===== config.mk =====
export PLATFORM = sky130hd
export DESIGN_NAME = usb_in_scheduler
export DESIGN_NICKNAME = d
export VERILOG_FILES = /design/src/rtl/usb_pkg.sv /design/src/rtl/usb_in_toggle.sv /design/src/rtl/usb_in_scheduler.sv
export SDC_FILE = /design/constraint.sdc
export NUM_CORES = 1
export LEC_CHECK = 0
export CORE_ASPECT_RATIO = 0.75
export CORE_UTILIZATION = 43
export CTS_CLUSTER_DIAMETER = 50
export CTS_CLUSTER_SIZE = 28
export DETAILED_ROUTE_END_ITERATION = 8
export PLACE_DENSITY_LB_ADDON = 0.25
export SETUP_SLACK_MARGIN = 0.4
export SYNTH_ARGS = -nofsm -noshare
export SYNTH_HDL_FRONTEND = slang
export SYNTH_SLANG_ARGS = --single-unit

===== constraint.sdc =====
create_clock -name clk -period 3.15 [get_ports clk]
set_input_delay 0.7875 -clock clk [delete_from_list [all_inputs] [get_ports clk]]
set_output_delay 0.7875 -clock clk [all_outputs]
set_load 0.02 [all_outputs]

===== src/rtl/usb_pkg.sv =====
// Shared USB device constants: handshake codes, IN scheduler state encodings
// and endpoint numbers.
package usb_pkg;

  localparam logic [1:0] HS_ACK   = 2'b00;
  localparam logic [1:0] HS_NONE  = 2'b01;
  localparam logic [1:0] HS_NAK   = 2'b10;
  localparam logic [1:0] HS_STALL = 2'b11;

  localparam logic [1:0] ST_IDLE     = 2'd0;
  localparam logic [1:0] ST_LOAD     = 2'd1;
  localparam logic [1:0] ST_SEND     = 2'd2;
  localparam logic [1:0] ST_WAIT_ACK = 2'd3;

  localparam logic [3:0] EP_CTRL = 4'd0;
  localparam logic [3:0] EP_IN1  = 4'd1;

endpackage


===== src/rtl/usb_in_toggle.sv =====
// DATA0/DATA1 toggle bits for EP0 and EP1: SETUP forces EP0 to DATA1,
// an ACKed packet flips the selected endpoint's bit.
module usb_in_toggle (
  input  logic       clk,
  input  logic       usb_rst,
  input  logic       i_set0,
  input  logic       i_flip,
  input  logic       i_flip_sel,
  output logic [1:0] o_toggle
);

  logic [1:0] w_set;
  logic [1:0] w_flip;
  logic [1:0] r_toggle;

  assign w_set  = {1'b0, i_set0};
  assign w_flip = {i_flip & i_flip_sel, i_flip & ~i_flip_sel};

  genvar gi;
  generate
    for (gi = 0; gi < 2; gi++) begin : g_bit
      always_ff @(posedge clk) begin
        if (usb_rst) begin
          r_toggle[gi] <= 1'b0;
        end else if (w_set[gi]) begin
          r_toggle[gi] <= 1'b1;
        end else if (w_flip[gi]) begin
          r_toggle[gi] <= ~r_toggle[gi];
        end
      end
    end
  endgenerate

  assign o_toggle = r_toggle;

endmodule


===== src/rtl/usb_in_scheduler.sv =====
// IN packet scheduler: streams one packet from EP0 or EP1 into the send queue
// per IN token, or answers NAK/STALL, and tracks DATA0/DATA1 per endpoint.
module usb_in_scheduler
  import usb_pkg::*;
#(
  parameter int EP0_MAX = 8,
  parameter int EP1_MAX = 64
) (
  input  logic       clk,
  input  logic       usb_rst,
  input  logic       in_token,
  input  logic [3:0] token_ep,
  input  logic       setup_token,
  input  logic       ack_received,
  input  logic       ack_timeout,
  input  logic       tx_done,
  input  logic       usb_send_queue_empty,
  output logic       usb_send_queue_w_en,
  output logic [7:0] usb_send_queue_data_in,
  output logic       tx_go,
  output logic       tx_data1,
  output logic       hs_valid,
  output logic [1:0] handshake,
  input  logic       ep0_valid,
  input  logic       ep0_zlp,
  input  logic [7:0] ep0_data,
  input  logic       ep0_last,
  input  logic       ep0_stall,
  output logic       ep0_ready,
  output logic       ep0_done,
  output logic       ep0_retry,
  input  logic       ep1_valid,
  input  logic       ep1_zlp,
  input  logic [7:0] ep1_data,
  input  logic       ep1_last,
  input  logic       ep1_stall,
  output logic       ep1_ready,
  output logic       ep1_done,
  output logic       ep1_retry
);

  localparam logic [6:0] MAX0 = 7'(EP0_MAX);
  localparam logic [6:0] MAX1 = 7'(EP1_MAX);

  logic [1:0] r_state;
  logic [1:0] w_state_next;
  logic       r_sel;
  logic       r_zlp;
  logic [6:0] r_count;
  logic       r_hs_valid;
  logic [1:0] r_handshake;
  logic [1:0] r_done;
  logic [1:0] r_retry;
  logic [1:0] w_toggle;

  logic       w_in_idle, w_tok_ok, w_t_stall, w_t_valid, w_t_zlp, w_accept;
  logic       w_src_valid, w_src_last;
  logic [7:0] w_src_data;
  logic [6:0] w_max;
  logic       w_abort, w_wr, w_load_end, w_flip;

  // tx_done is purely informational: the ACK/timeout pulses close the packet.
  logic       w_unused;
  assign w_unused = tx_done;

  assign w_in_idle = (r_state == ST_IDLE);
  assign w_tok_ok  = (token_ep == EP_CTRL) || (token_ep == EP_IN1);
  assign w_t_stall = token_ep[0] ? ep1_stall : ep0_stall;
  assign w_t_valid = token_ep[0] ? ep1_valid : ep0_valid;
  assign w_t_zlp   = token_ep[0] ? ep1_zlp   : ep0_zlp;
  assign w_accept  = in_token && w_in_idle && w_tok_ok && !w_t_stall
                     && w_t_valid && usb_send_queue_empty;

  assign w_src_valid = r_sel ? ep1_valid : ep0_valid;
  assign w_src_last  = r_sel ? ep1_last  : ep0_last;
  assign w_src_data  = r_sel ? ep1_data  : ep0_data;
  assign w_max       = r_sel ? MAX1 : MAX0;

  // A SETUP kills an EP0 transfer in flight; EP1 transfers are untouched.
  assign w_abort    = setup_token && !r_sel && !w_in_idle;
  assign w_wr       = (r_state == ST_LOAD) && !r_zlp && w_src_valid && !w_abort;
  // A ZLP spends one empty LOAD cycle so token-to-tx_go matches a one-byte packet.
  assign w_load_end = (r_state == ST_LOAD)
                      && (r_zlp || (w_wr && (w_src_last || (r_count + 7'd1) == w_max)));
  assign w_flip     = (r_state == ST_WAIT_ACK) && ack_received && !w_abort;

  always_comb begin
    w_state_next = r_state;
    case (r_state)
      ST_IDLE: if (w_accept)   w_state_next = ST_LOAD;
      ST_LOAD: if (w_load_end) w_state_next = ST_SEND;
      ST_SEND:                 w_state_next = ST_WAIT_ACK;
      default: if (ack_received || ack_timeout) w_state_next = ST_IDLE;
    endcase
    if (w_abort) w_state_next = ST_IDLE;
  end

  always_ff @(posedge clk) begin
    if (usb_rst) begin
      r_state     <= ST_IDLE;
      r_sel       <= 1'b0;
      r_zlp       <= 1'b0;
      r_count     <= 7'd0;
      r_hs_valid  <= 1'b0;
      r_handshake <= HS_NONE;
      r_done      <= 2'b00;
      r_retry     <= 2'b00;
    end else begin
      r_state     <= w_state_next;
      r_hs_valid  <= 1'b0;
      r_handshake <= HS_NONE;
      r_done      <= 2'b00;
      r_retry     <= 2'b00;
      if (in_token && w_in_idle) begin
        if (!w_tok_ok || w_t_stall) begin
          r_hs_valid  <= 1'b1;
          r_handshake <= HS_STALL;
        end else if (!w_t_valid || !usb_send_queue_empty) begin
          r_hs_valid  <= 1'b1;
          r_handshake <= HS_NAK;
        end else begin
          r_sel   <= token_ep[0];
          r_count <= 7'd0;
          r_zlp   <= w_t_zlp;
        end
      end
      if (w_wr) r_count <= r_count + 7'd1;
      if ((r_state == ST_WAIT_ACK) && !w_abort) begin
        if (ack_received)     r_done[r_sel]  <= 1'b1;
        else if (ack_timeout) r_retry[r_sel] <= 1'b1;
      end
      if (w_abort) r_retry[0] <= 1'b1;
    end
  end

  usb_in_toggle u_toggle (
    .clk        (clk),
    .usb_rst    (usb_rst),
    .i_set0     (setup_token),
    .i_flip     (w_flip),
    .i_flip_sel (r_sel),
    .o_toggle   (w_toggle)
  );

  assign usb_send_queue_w_en    = w_wr;
  assign usb_send_queue_data_in = w_wr ? w_src_data : 8'h00;
  assign ep0_ready              = w_wr && !r_sel;
  assign ep1_ready              = w_wr && r_sel;
  assign tx_go                  = (r_state == ST_SEND) && !w_abort;
  assign tx_data1               = tx_go && w_toggle[r_sel];
  assign hs_valid               = r_hs_valid;
  assign handshake              = r_handshake;
  assign ep0_done               = r_done[0];
  assign ep1_done               = r_done[1];
  assign ep0_retry              = r_retry[0];
  assign ep1_retry              = r_retry[1];

endmodule


# Word-level counts from Yosys, hierarchy flattened
# Index checks and enable logic that the tools add are counted.
[classes]
n_addsub = 1
multipliers = 0
div_mod_pow = 0
order_cmp = 2
eq_ne = 9
shifts = 0
mux = 30
bitwise = 11
n_reduce_logical = 47
[ops]
columns = ["cell", "count"]
rows = [
  ["$mux 7", 5],
  ["$logic_and 1x1->1", 20],
  ["$mux 1", 16],
  ["$mux 8", 2],
  ["$mux 2", 5],
  ["$not 1->1", 9],
  ["$reduce_and 3->1", 3],
  ["$logic_not 1->1", 8],
  ["$add 7x1->7 const B", 1],
  ["$eq 7x7->1", 1],
  ["$logic_or 1x1->1", 6],
  ["$ne 2x2->1 const B", 3],
  ["$pmux 2 s3", 1],
  ["$reduce_or 3->1", 2],
  ["$eq 2x2->1 const B", 2],
  ["$eq 4x1->1 const B", 1],
  ["$logic_not 4->1", 1],
  ["$reduce_bool 2->1", 2],
  ["$reduce_bool 4->1", 1],
  ["$reduce_or 2->1", 2],
  ["$reduce_or 4->1", 1],
  ["$and 1x1->1", 2],
  ["$eq 2x1->1 const B", 1],
  ["$logic_not 2->1", 1],
  ["4 further kinds", 4],
]
[word_totals]
reg_bits = 20
latch_bits = 0
mem_bits_rw = 0
romBits = 0
input_bits = 36
output_inout_bits = 20
wordCells = 112
memories = 0

# Longest topological paths before layout
# Gate-level depths: netlist of run 1.
[logic_depth]
word_depth = 10
depth_mapped = 10

# By module
# A second synthesis of run 1 with hierarchy kept.
[unflattened]
hier_cells = 144
hier_area_um2 = 1201.2
[by_module_without_submodules]
columns = ["mod", "n_inst", "cells_per_inst", "area_per_inst_um2", "seq_area_each_um2"]
rows = [
  ["usb_in_scheduler", 1, 135, 1102.3, 340.3],
  ["usb_in_toggle", 1, 9, 98.8, 40.0],
]

# Least setup slack after synthesis of run 1
# OpenSTA, ideal clock, no wires.
[synth_timing]
kind = "input-to-output"
startpoint = "in setup_token"
endpoint = "out usb_send_queue_data_in[0]"
arrival_ns = 1.829
required_ns = 2.362
setup_slack_ns = 0.533
path_stages = 4
path_cell_list = "nand2b_4 -> nand3_2 -> nor2_1 -> a22o_1"
[synth_via]
elab_chain_len = 5
[synth_rtl]
columns = ["element", "line", "rtl"]
rows = [
  ["start, declared", "usb_in_scheduler.sv:13", "input logic setup_token,"],
  ["$logic_and 1x1->1 (2 in a row)", "usb_in_scheduler.sv:80", "assign w_abort = setup_token && !r_sel && !w_in_idle;"],
  ["$logic_not 1->1", "usb_in_scheduler.sv:81", "assign w_wr = (r_state == ST_LOAD) && !r_zlp && w_src_valid && !w_abort;"],
  ["$logic_and 1x1->1", "usb_in_scheduler.sv:81", ""],
  ["$mux 8", "usb_in_scheduler.sv:146", "assign usb_send_queue_data_in = w_wr ? w_src_data : 8'h00;"],
  ["end, declared", "usb_in_scheduler.sv:19", "output logic [7:0] usb_send_queue_data_in,"],
]
# No other way between the ends.

# Final worst setup path of run 1
[layout_timing]
startpoint = "in setup_token"
endpoint = "out usb_send_queue_w_en"
[layout_via]
elab_chain_len = 4
[layout_rtl]
columns = ["element", "line", "rtl"]
rows = [
  ["$logic_and 1x1->1 (2 in a row)", "usb_in_scheduler.sv:80", ""],
  ["$logic_not 1->1", "usb_in_scheduler.sv:81", ""],
  ["$logic_and 1x1->1", "usb_in_scheduler.sv:81", ""],
  ["end, declared", "usb_in_scheduler.sv:18", "output logic usb_send_queue_w_en,"],
]
# No other way between the ends.

==> qor.csv, run 1 <==
stage,metric,value,unit
run_status,status,"finished, final reports clean",
logic_synthesis,Post-synth top flop,dfxtp_1,
floorplanning,die area,0.00289,mm²
power,peak supply drop,0.000255,V
layout,fin util,74.6,%
power,net load switching power,0.134,mW
clock_network,H-tree levels,1,
layout,area of the multi-input gates,717,µm²
logic_synthesis,post-synthesis sequential area ratio,33.0,%
logic_synthesis,Ys Warns,0,
layout,fillers,183,
clock_network,latest clock arrival within the worst-skew pair,0.31,ns
sta,Final Cycle Share,84.6,%
detailed_routing,vias,1255,
detailed_routing,# DRC,0,
critical_path,Worst Path Arrival,1.88,ns
logic_synthesis,Async SR Flop Fraction,0,%
detailed_routing,Pre-antenna DRT Iters,4,
sta,post-route setup TNS,0,ns
floorplanning,Die Y-Extent,46.8,µm
floorplanning,Initial Utilization,47.6,%
layout,synth-to-layout area growth,56.7,%
clock_network,largest buffer count on any clock path,2,
power,Switching Fraction,26.9,%
sta,worst-margin pin slew,0.594,ns
critical_path,type of origin of the critical path,input pin,
sta,fin. max-slew vios,0,
power,Logic pwr share,24.7,%
layout,diode count,0,
sta,RSZ-0062 raised after global routing,no,
detailed_routing,Routed Antenna Nets,0,
critical_path,max incr delay on CP,0.29,ns
critical_path,Critical-path top delay cell,a21o_1,
detailed_routing,WL final,3490,µm
grt,vias in the first global route,1152,
sta,relative slew slack,60.3,%
logic_synthesis,#FFs+latches synth,19,
hold_path,hold crit path type,reg -> reg,
sta,final setup fails,0,
floorplanning,Ports,56,
critical_path,Crit path max-delay family,buffers and inverters,
grt,first-pass GRT wire length,5120,µm
sta,fmax,375,MHz
detailed_routing,first-iteration detailed-routing DRC count,36,
place,dpl hpwl,2760,µm
logic_synthesis,share of the synthesized area in the top cell type,33.0,%
critical_path,CP Data Required Time,2.36,ns
detailed_routing,drt wl/cell,14.7,µm
logic_synthesis,"Net Count, Synth",180,
logic_synthesis,Mapped Cells,139,
grt,initial antenna violation count,0,
place,dpl cells,230,
logic_synthesis,largest area contributor in the netlist,dfxtp_1,
layout,nets@finish,245,
sta,final hold vios,0,
power,Int Pwr,0.364,mW
critical_path,crit path max fanout,3,
detailed_routing,via/cell ratio,5.30,
critical_path,Critical Path Sink Type,output port,
clock_network,TritonCTS Buffers,3,
power,P_leak,0.787,nW
power,Sequential Power Share,50.0,%
sta,Final Skew,0.00259,ns
clock_network,clk root buf,clkbuf_4,
clock_network,hold_buf cts,0,
critical_path,CP Cell Sequence,"dlygate4sd2_1, nand2b_4, nand3_2, a21o_1, clkinv_8, clkdlybuf4s15_2",
clock_network,"Clk pin slew, worst setup/hold paths",0.10,ns
layout,register area,383,µm²
flow_run,Max Cap Viol,0,
logic_synthesis,Syn Area/Cell,8.29,µm²
power,Clock power frac,25.4,%
logic_synthesis,"top cells by area, synth","dfxtp_1 (33%), nor2_1 (7.2%), a22o_1 (6.1%)",
critical_path,WS Path Type,in -> out,
grt,GRT overflow,0,
clock_network,CTS tree,built,
place,I/O Buffers,54,
logic_synthesis,Syn Std Cell Area,0.00115,mm²
place,gpl congestion,0.871,
layout,final cell count without fillers,237,
sta,minimum clock period,2.66,ns
grt,largest net degree at the start of global routing,17,
logic_synthesis,Cell variety after synth,41,
logic_synthesis,"EDFF count, synth",0,
layout,share of layout cells above drive strength 1,18.2,%
grt,gr usage total,24.3,%
floorplanning,core footprint,0.00242,mm²
power,pwr dens,276,mW/mm²
clock_network,clock sinks,19,
floorplanning,FP Rows,15,
floorplanning,die width,61.8,µm
critical_path,Buf/Inv on CP,3,
## routing by layer
layer,up-vias,track usage (%),part of all wire [%]
met5,-,0,0
met4,0,6.67,0.66
met3,5,6.06,4.5
met2,37,40.9,50
met1,585,31.5,44
li1,628,-,-
## power by group through the flow
stage               clock, mW  sequential (mW)  combinational, mW
floorplan                   0            0.255             0.0477
global placement            0            0.253              0.116
detailed placement          0            0.254              0.120
finish                  0.126            0.249              0.123
global route            0.141            0.249              0.131
CTS                     0.127            0.248              0.117
## flip-flops by register name, indices dropped and copies added, names as in the netlist
signal / count
r_state: 2
r_zlp: 1
r_done: 2
r_retry: 2
r_count: 7
r_sel: 1
handshake: 1
hs_valid: 1
u_toggle.o_toggle: 2
## logic make-up after synthesis
group,Yosys count,synth area share (%)
and+or+nand+nor,60,26.3
AOI/OAI and AO/OA,34,21.5
DFF,19,33.0
buffers and inverters,12,6.30
muxes,5,4.45
adders and majority gates,5,5.43
xor gates and xnor gates,4,3.04
## cell type report
type	count	share of cell area, %
Multi-Input combinational cell	108	39.7
Inverter	7	2.15
Timing Repair Buffer	65	33.1
Tap cell	34	2.36
Sequential cell	19	21.2
Clock buffer	4	1.46
## placed cells by master, fill, tap and decap left out, types with 3 or more instances in the layout
cell type        synthesis  layout
buf_2                    0       5
dlygate4sd2_1            0       3
dfxtp_1                 19      17
ha_1                     5       5
mux2i_1                  4       4
nor2_1                  22      20
buf_6                    1       3
a22o_1                   8       8
buf_4                    2      10
nand3_1                  3       3
o21ai_0                  7       7
clkdlybuf4s50_1          0      38
a21oi_1                  6       6
xor2_1                   4       4
inv_1                    6       6
clkbuf_4                 0       3
nand2_1                 11      10
nor3_1                   4       4
## cells in the mapped netlist (all sizes together), types with 2 or more instances
cell type,instances
nor2b,2
clkbuf,2
nor2,23
nand2b,3
o21ai,7
a211oi,2
a22o,8
buf,3
a21oi,6
nor4,2
nand2,11
nand3b,2
nand3,5
ha,5
nor3,4
mux2i,4
inv,6
nand4,2
a31oi,2
dfxtp,19
xor2,4
or3,2
## worst reg2reg max path, stage by stage, from the launching register on
cell,delay [ns]
dfxtp_2,0.35
inv_1,0.09
ha_1,0.24
nand2b_4,0.17
nand3_2,0.12
buf_4,0.16
o21ai_0,0.40
o32ai_1,0.19
or2_1,0.27
o311a_1,0.29
## timing repair
item,4_1_cts,5_1_grt
endpoints found under the setup margin,13,13
gates resized for setup,40,21
gates cloned,0,2
pin swaps,0,4
buffers inserted,0,1
## worst paths after layout
path	startpoint	endpoint	slack (ns)	cells past startpoint
max	setup_token	usb_send_queue_w_en	0.49	6
min	r_state[1]	r_state[1]	0.49	2
max reg2reg	r_state[0]	r_state[0]	0.77	9
min reg2reg	r_state[1]	r_state[1]	0.49	2
## stage by stage
step | hold slack [ns] | instance area, µm² | setup slack [ns] | power [mW]
after detailed placement | 0.503 | 1760 | -0.137 | 0.374
after global placement | 0.488 | 1760 | -0.109 | 0.369
after global routing | 0.537 | 1810 | 0.389 | 0.521
final | 0.494 | 1810 | 0.486 | 0.498
after floorplan | 0.471 | 1150 | 0.533 | 0.302
after CTS | 0.517 | 1750 | 0.208 | 0.493
(Power assumes the default switching activity.)
==> inputs of run 2 (changes only) <==
--- a/config.mk
+++ b/config.mk
@@ -6,7 +6,7 @@
 export NUM_CORES = 1
 export LEC_CHECK = 0
 export CORE_ASPECT_RATIO = 0.75
-export CORE_UTILIZATION = 43
+export CORE_UTILIZATION = 36
 export CTS_CLUSTER_DIAMETER = 50
 export CTS_CLUSTER_SIZE = 28
 export DETAILED_ROUTE_END_ITERATION = 8
==> constraint.sdc (replaced) <==
create_clock -name clk -period 2.4 [get_ports clk]
set_input_delay 0.6 -clock clk [delete_from_list [all_inputs] [get_ports clk]]
set_output_delay 0.6 -clock clk [all_outputs]
set_load 0.02 [all_outputs]
==> qor.csv, run 2 (synthesis gave the netlist of run 1 again) <==
stage,metric,value,unit,change
clock_network,latest clock arrival within the worst-skew pair,0.26,ns,-0.05 ns
detailed_routing,via/cell ratio,5.16,,-2.5%
grt,first-pass GRT wire length,5820,µm,+14%
power,pwr dens,362,mW/mm²,+31%
layout,Largest Register,r_count,,
detailed_routing,Routed Antenna Nets,0,,unchanged
floorplanning,die area,0.00343,mm²,+19%
sta,fmax,447,MHz,
grt,gr usage total,23.0,%,-1.3 points
clock_network,clk root buf,clkbuf_8,,
detailed_routing,drt wl/cell,14.7,µm,about the same
sta,Final Skew,0.00600,ns,+0.00341 ns
detailed_routing,first-iteration detailed-routing DRC count,48,,+33%
grt,vias in the first global route,1260,,+9.4%
detailed_routing,# DRC,0,,unchanged
critical_path,type of origin of the critical path,register,,
flow_run,Max Cap Viol,0,,unchanged
hold_path,hold crit path type,reg -> reg,,
sta,RSZ-0062 raised after global routing,yes,,
place,dpl ws,-0.548,ns,-0.411 ns
clock_network,CTS tree,built,,
sta,final hold vios,0,,unchanged
critical_path,Critical Path Sink Type,output port,,
floorplanning,core footprint,0.00300,mm²,+24%
detailed_routing,Pre-antenna DRT Iters,4,,unchanged
sta,minimum clock period,2.24,ns,
floorplanning,Ports,56,,unchanged
layout,max reg flops,7,,unchanged
place,dpl hpwl,2760,µm,about the same
floorplanning,Die Y-Extent,51.0,µm,+8.9%
critical_path,Worst Path Arrival,1.64,ns,-0.24 ns
clock_network,TritonCTS Buffers,3,,unchanged
critical_path,CP Data Required Time,1.80,ns,-0.56 ns
layout,most frequent cells in the layout,"clkdlybuf4s50_1 (32), buf_4 (24), nor2_1 (19)",,
power,Logic pwr share,26.0,%,+1.3 points
clock_network,H-tree levels,1,,unchanged
critical_path,crit path max fanout,8,,+5
clock_network,clock sinks,19,,unchanged
critical_path,WS Path Type,reg -> out,,
detailed_routing,vias,1316,,+4.9%
floorplanning,die width,67.3,µm,+9.0%
sta,Fin Hold WS,0.517,ns,+0.0237 ns
run_status,status,"finished, final reports clean",,
grt,initial antenna violation count,0,,unchanged
power,Int Pwr,0.553,mW,+52%
detailed_routing,WL final,3760,µm,+7.6%
clock_network,"Clk pin slew, worst setup/hold paths",0.07,ns,-0.03 ns
layout,synth-to-layout area growth,79.7,%,
sta,Final Cycle Share,93.1,%,
power,net load switching power,0.197,mW,+47%
floorplanning,Initial Utilization,38.4,%,-9.2 points
power,peak supply drop,0.000466,V,+83%
layout,diode count,0,,unchanged
layout,share of layout cells above drive strength 1,31.8,%,+14 points
sta,worst-margin pin slew,0.633,ns,+0.0394 ns
layout,nets@finish,259,,+5.7%
floorplanning,FP Rows,17,,+2
power,Clock power frac,30.3,%,+4.9 points
layout,"commonest non-fill, non-tap cell in the layout",clkdlybuf4s50_1,,
place,I/O Buffers,54,,unchanged
grt,GRT overflow,0,,unchanged
power,Switching Fraction,26.3,%,-0.62 points
sta,fin. max-slew vios,0,,unchanged
power,P_leak,0.865,nW,+10%
grt,largest net degree at the start of global routing,17,,unchanged
sta,setup ws final,0.164,ns,-0.322 ns
layout,fillers,226,,+23%
power,Sequential Power Share,43.6,%,-6.4 points
clock_network,largest buffer count on any clock path,2,,unchanged
sta,relative slew slack,57.7,%,-2.6 points
power,Overall Power,0.749,mW,+51%
critical_path,reg2reg setup slack,0.26,ns,-0.51 ns
sta,final setup fails,0,,unchanged
place,gpl congestion,0.970,,+11%
-- run 2: area by class of cell --
type	count	area, µm²	share of cell area (%)
inverter	7	38.8	1.87
sequential	19	384	18.5
clock buffer	4	45.0	2.18
multi-input combinational	108	815	39.3
timing repair buffer	79	741	35.8
tap	38	47.5	2.30
-- run 2: what timing repair did --
| action | in CTS | in global routing |
|---|---|---|
| resized for setup | 107 | 4 |
| hold buffers | 0 | 0 |
| gates cloned | 1 | 0 |
| setup endpoints to repair | 22 | 20 |
| setup buffers | 4 | 3 |
| pin swaps | 15 | 6 |
| hold endpoints to repair | 0 | 0 |
-- run 2: layer usage --
| metal | vias to the layer above | share of wire [%] | track usage (%) | routed length (µm) |
|---|---|---|---|---|
| met5 | - | 0 | 0 | 0 |
| met4 | 0 | 1.5 | 7.45 | 57 |
| met3 | 6 | 3.4 | 6.47 | 128 |
| met2 | 30 | 50 | 36.2 | 1860 |
| met1 | 624 | 45 | 30.0 | 1710 |
| li1 | 656 | - | - | - |
-- run 2: final timing paths --
check / to / depth (start not counted) / from
worst max register to register: r_state[0] / 11 / r_state[1]
worst max-delay path: usb_send_queue_data_in[7] / 8 / r_state[0]
worst min register to register: r_count[6] / 2 / r_count[6]
worst min-delay path: r_count[6] / 2 / r_count[6]
-- run 2: power by group through the flow --
stage,combinational [mW],clock (mW),sequential [mW]
6_report,0.195,0.227,0.327
4_1_cts,0.185,0.227,0.327
3_3_place_gp,0.167,0,0.332
3_5_place_dp,0.171,0,0.333
2_1_floorplan,0.0654,0,0.334
5_1_grt,0.208,0.249,0.327
-- run 2: worst max-delay path: stages (launching register included) --
cell and delay (ns):
dfxtp_2 0.36, inv_2 0.06, ha_4 0.15, nand2b_4 0.15
nand3_4 0.11, nor2_4 0.07, buf_6 0.12, a22o_1 0.23
buf_6 0.13
-- run 2: per-stage QoR --
stage | util [%] | std cells | cell area, µm² | setup TNS, ns
5_1_grt | 69.0 | 255 | 2070 | 0
3_3_place_gp | 61.7 | 243 | 1850 | -5.99
3_5_place_dp | 61.7 | 243 | 1850 | -6.55
4_1_cts | 67.8 | 252 | 2030 | 0
6_report | 69.0 | 255 | 2070 | 0
2_1_floorplan | - | 139 | 1170 | 0
==> inputs of run 3 (changes only) <==
--- a/config.mk
+++ b/config.mk
@@ -10,7 +10,7 @@
 export CTS_CLUSTER_DIAMETER = 50
 export CTS_CLUSTER_SIZE = 28
 export DETAILED_ROUTE_END_ITERATION = 8
-export PLACE_DENSITY_LB_ADDON = 0.25
+export PLACE_DENSITY = 0.78
 export SETUP_SLACK_MARGIN = 0.4
 export SYNTH_ARGS = -nofsm -noshare
 export SYNTH_HDL_FRONTEND = slang
==> qor.csv, run 3 (synthesis gave the netlist of run 1 again) <==
stage,metric,value,unit,change
run_status,status,"finished, final reports clean",,
clock_network,largest buffer count on any clock path,2,,unchanged
power,pwr dens,363,mW/mm²,+0.40%
critical_path,Critical-path top delay cell,dfxtp_2,,
layout,max reg flops,7,,unchanged
power,P_leak,0.941,nW,+8.8%
clock_network,TritonCTS Buffers,3,,unchanged
sta,post-route setup TNS,0,ns,unchanged
grt,vias in the first global route,1372,,+8.9%
sta,fin. max-slew vios,0,,unchanged
layout,share of layout cells above drive strength 1,39.3,%,+7.5 points
layout,Largest Register,r_count,,
floorplanning,Initial Utilization,38.4,%,unchanged
layout,synth-to-layout area growth,87.8,%,
critical_path,Critical Path Sink Type,output port,,
critical_path,WS Path Type,reg -> out,,
critical_path,CP Cell Sequence,"inv_2, ha_4, nand2b_4, nand3_4, nor2_4, a22o_1, buf_6",,
place,gpl congestion,0.860,,-11%
detailed_routing,Routed Antenna Nets,0,,unchanged
sta,Fin Hold WS,0.543,ns,+0.0254 ns
sta,Final Cycle Share,91.4,%,-1.8 points
layout,register area,385,µm²,+0.33%
grt,largest net degree at the start of global routing,17,,unchanged
layout,most frequent cells in the layout,"buf_4 (36), clkdlybuf4s50_1 (33), nor2_1 (19)",,
critical_path,Crit path max-delay family,simple AND/OR/NAND/NOR gates,,
floorplanning,FP Rows,17,,unchanged
critical_path,Worst Path Arrival,1.59,ns,-0.05 ns
critical_path,CP Data Required Time,1.80,ns,about the same
sta,Final Skew,0.00938,ns,+0.00337 ns
sta,relative slew slack,53.7,%,-3.9 points
place,I/O Buffers,54,,unchanged
place,dpl cells,242,,-0.41%
detailed_routing,vias,1438,,+9.3%
critical_path,crit path max fanout,5,,-3
grt,GRT overflow,0,,unchanged
detailed_routing,WL final,4810,µm,+28%
sta,fmax,456,MHz,+2.0%
power,peak supply drop,0.000245,V,-48%
floorplanning,Ports,56,,unchanged
layout,nets@finish,271,,+4.6%
layout,fin util,72.2,%,+3.1 points
clock_network,"Clk pin slew, worst setup/hold paths",0.09,ns,+0.02 ns
power,Switching Fraction,28.2,%,+1.9 points
power,Sequential Power Share,41.6,%,-2.0 points
sta,worst-margin pin slew,0.692,ns,+0.0586 ns
power,Clock power frac,30.3,%,about the same
critical_path,max incr delay on CP,0.33,ns,-0.03 ns
clock_network,H-tree levels,1,,unchanged
layout,final cell count without fillers,267,,+4.7%
flow_run,Max Cap Viol,0,,unchanged
detailed_routing,Pre-antenna DRT Iters,4,,unchanged
clock_network,clk root buf,clkbuf_8,,
power,Logic pwr share,28.1,%,+2.1 points
sta,RSZ-0062 raised after global routing,yes,,
layout,"commonest non-fill, non-tap cell in the layout",buf_4,,
sta,minimum clock period,2.19,ns,-0.0430 ns
critical_path,Buf/Inv on CP,2,,-1
critical_path,type of origin of the critical path,register,,
power,net load switching power,0.222,mW,+13%
sta,final hold vios,0,,unchanged
detailed_routing,first-iteration detailed-routing DRC count,38,,-21%
grt,initial antenna violation count,0,,unchanged
layout,fillers,204,,-9.7%
floorplanning,Die Y-Extent,51.0,µm,unchanged
clock_network,CTS tree,built,,
sta,final setup fails,0,,unchanged
place,dpl hpwl,2910,µm,+5.2%
floorplanning,core footprint,0.00300,mm²,unchanged
detailed_routing,drt wl/cell,18.0,µm,+22%
detailed_routing,via/cell ratio,5.39,,+4.4%
detailed_routing,# DRC,0,,unchanged
grt,first-pass GRT wire length,6590,µm,+13%
layout,diode count,0,,unchanged
layout,area of the multi-input gates,840,µm²,+3.1%
floorplanning,die width,67.3,µm,unchanged
grt,gr usage total,26.7,%,+3.6 points
clock_network,latest clock arrival within the worst-skew pair,0.26,ns,about the same
clock_network,clock sinks,19,,unchanged
hold_path,hold crit path type,reg -> reg,,
floorplanning,die area,0.00343,mm²,unchanged
power,Int Pwr,0.565,mW,+2.2%
-- run 3: final timing paths --
path	start	end	slack [ns]	cells past startpoint
worst max-delay path	r_state[1]	usb_send_queue_data_in[4]	0.21	7
worst min-delay path	u_toggle.o_toggle[1]	u_toggle.o_toggle[1]	0.54	2
worst max register to register	r_state[1]	r_state[0]	0.31	10
worst min register to register	u_toggle.o_toggle[1]	u_toggle.o_toggle[1]	0.54	2
-- run 3: cell type report --
class,instances,share of cell area (%)
flip-flops and latches,19,17.8
well taps,38,2.20
inverters,7,1.79
repair buffers,90,37.2
multi-input cells,109,38.8
clock buffers,3,1.91
clock inverters,1,0.347
-- run 3: worst register-to-register path: stages, from the launching register on --
cell and delay [ns]:
dfxtp_2 0.33, inv_2 0.08, ha_2 0.22, nand2b_4 0.11, buf_4 0.17, a21o_4 0.21, clkinv_8 0.04, buf_4 0.13
a41oi_2 0.13, or2_1 0.27, o311a_1 0.29
-- run 3: metrics by stage --
stage	power [mW]	setup WS, ns	instance area, µm²
2_1_floorplan	0.400	0.420	1170
3_3_place_gp	0.495	-0.469	1840
3_5_place_dp	0.501	-0.511	1840
4_1_cts	0.759	0.229	2060
5_1_grt	0.811	0.151	2160
6_report	0.786	0.207	2160
-- run 3: repair_timing --
| action | in CTS | in global routing |
|---|---|---|
| pin swaps | 12 | 11 |
| cloned | 1 | 0 |
| gates resized for setup | 91 | 25 |
| endpoints found under the setup margin | 23 | 25 |
| setup buffers | 14 | 6 |
| hold buffers | 0 | 0 |
-- run 3: per-layer routing --
metal | vias up | track usage, % | share of wire, % | routed length [µm]
met2 | 62 | 48.3 | 51 | 2470
met1 | 675 | 29.0 | 39 | 1890
met4 | 0 | 13.8 | 5.4 | 259
li1 | 677 | - | - | -
met5 | - | 0 | 0 | 0
met3 | 24 | 5.13 | 3.9 | 190
-- run 3: power groups by stage --
stage	Clock [mW]	Sequential (mW)	Combinational (mW)
finish	0.238	0.327	0.221
detailed placement	0	0.333	0.168
floorplan	0	0.334	0.0654
global placement	0	0.332	0.163
global route	0.253	0.328	0.230
CTS	0.233	0.326	0.199
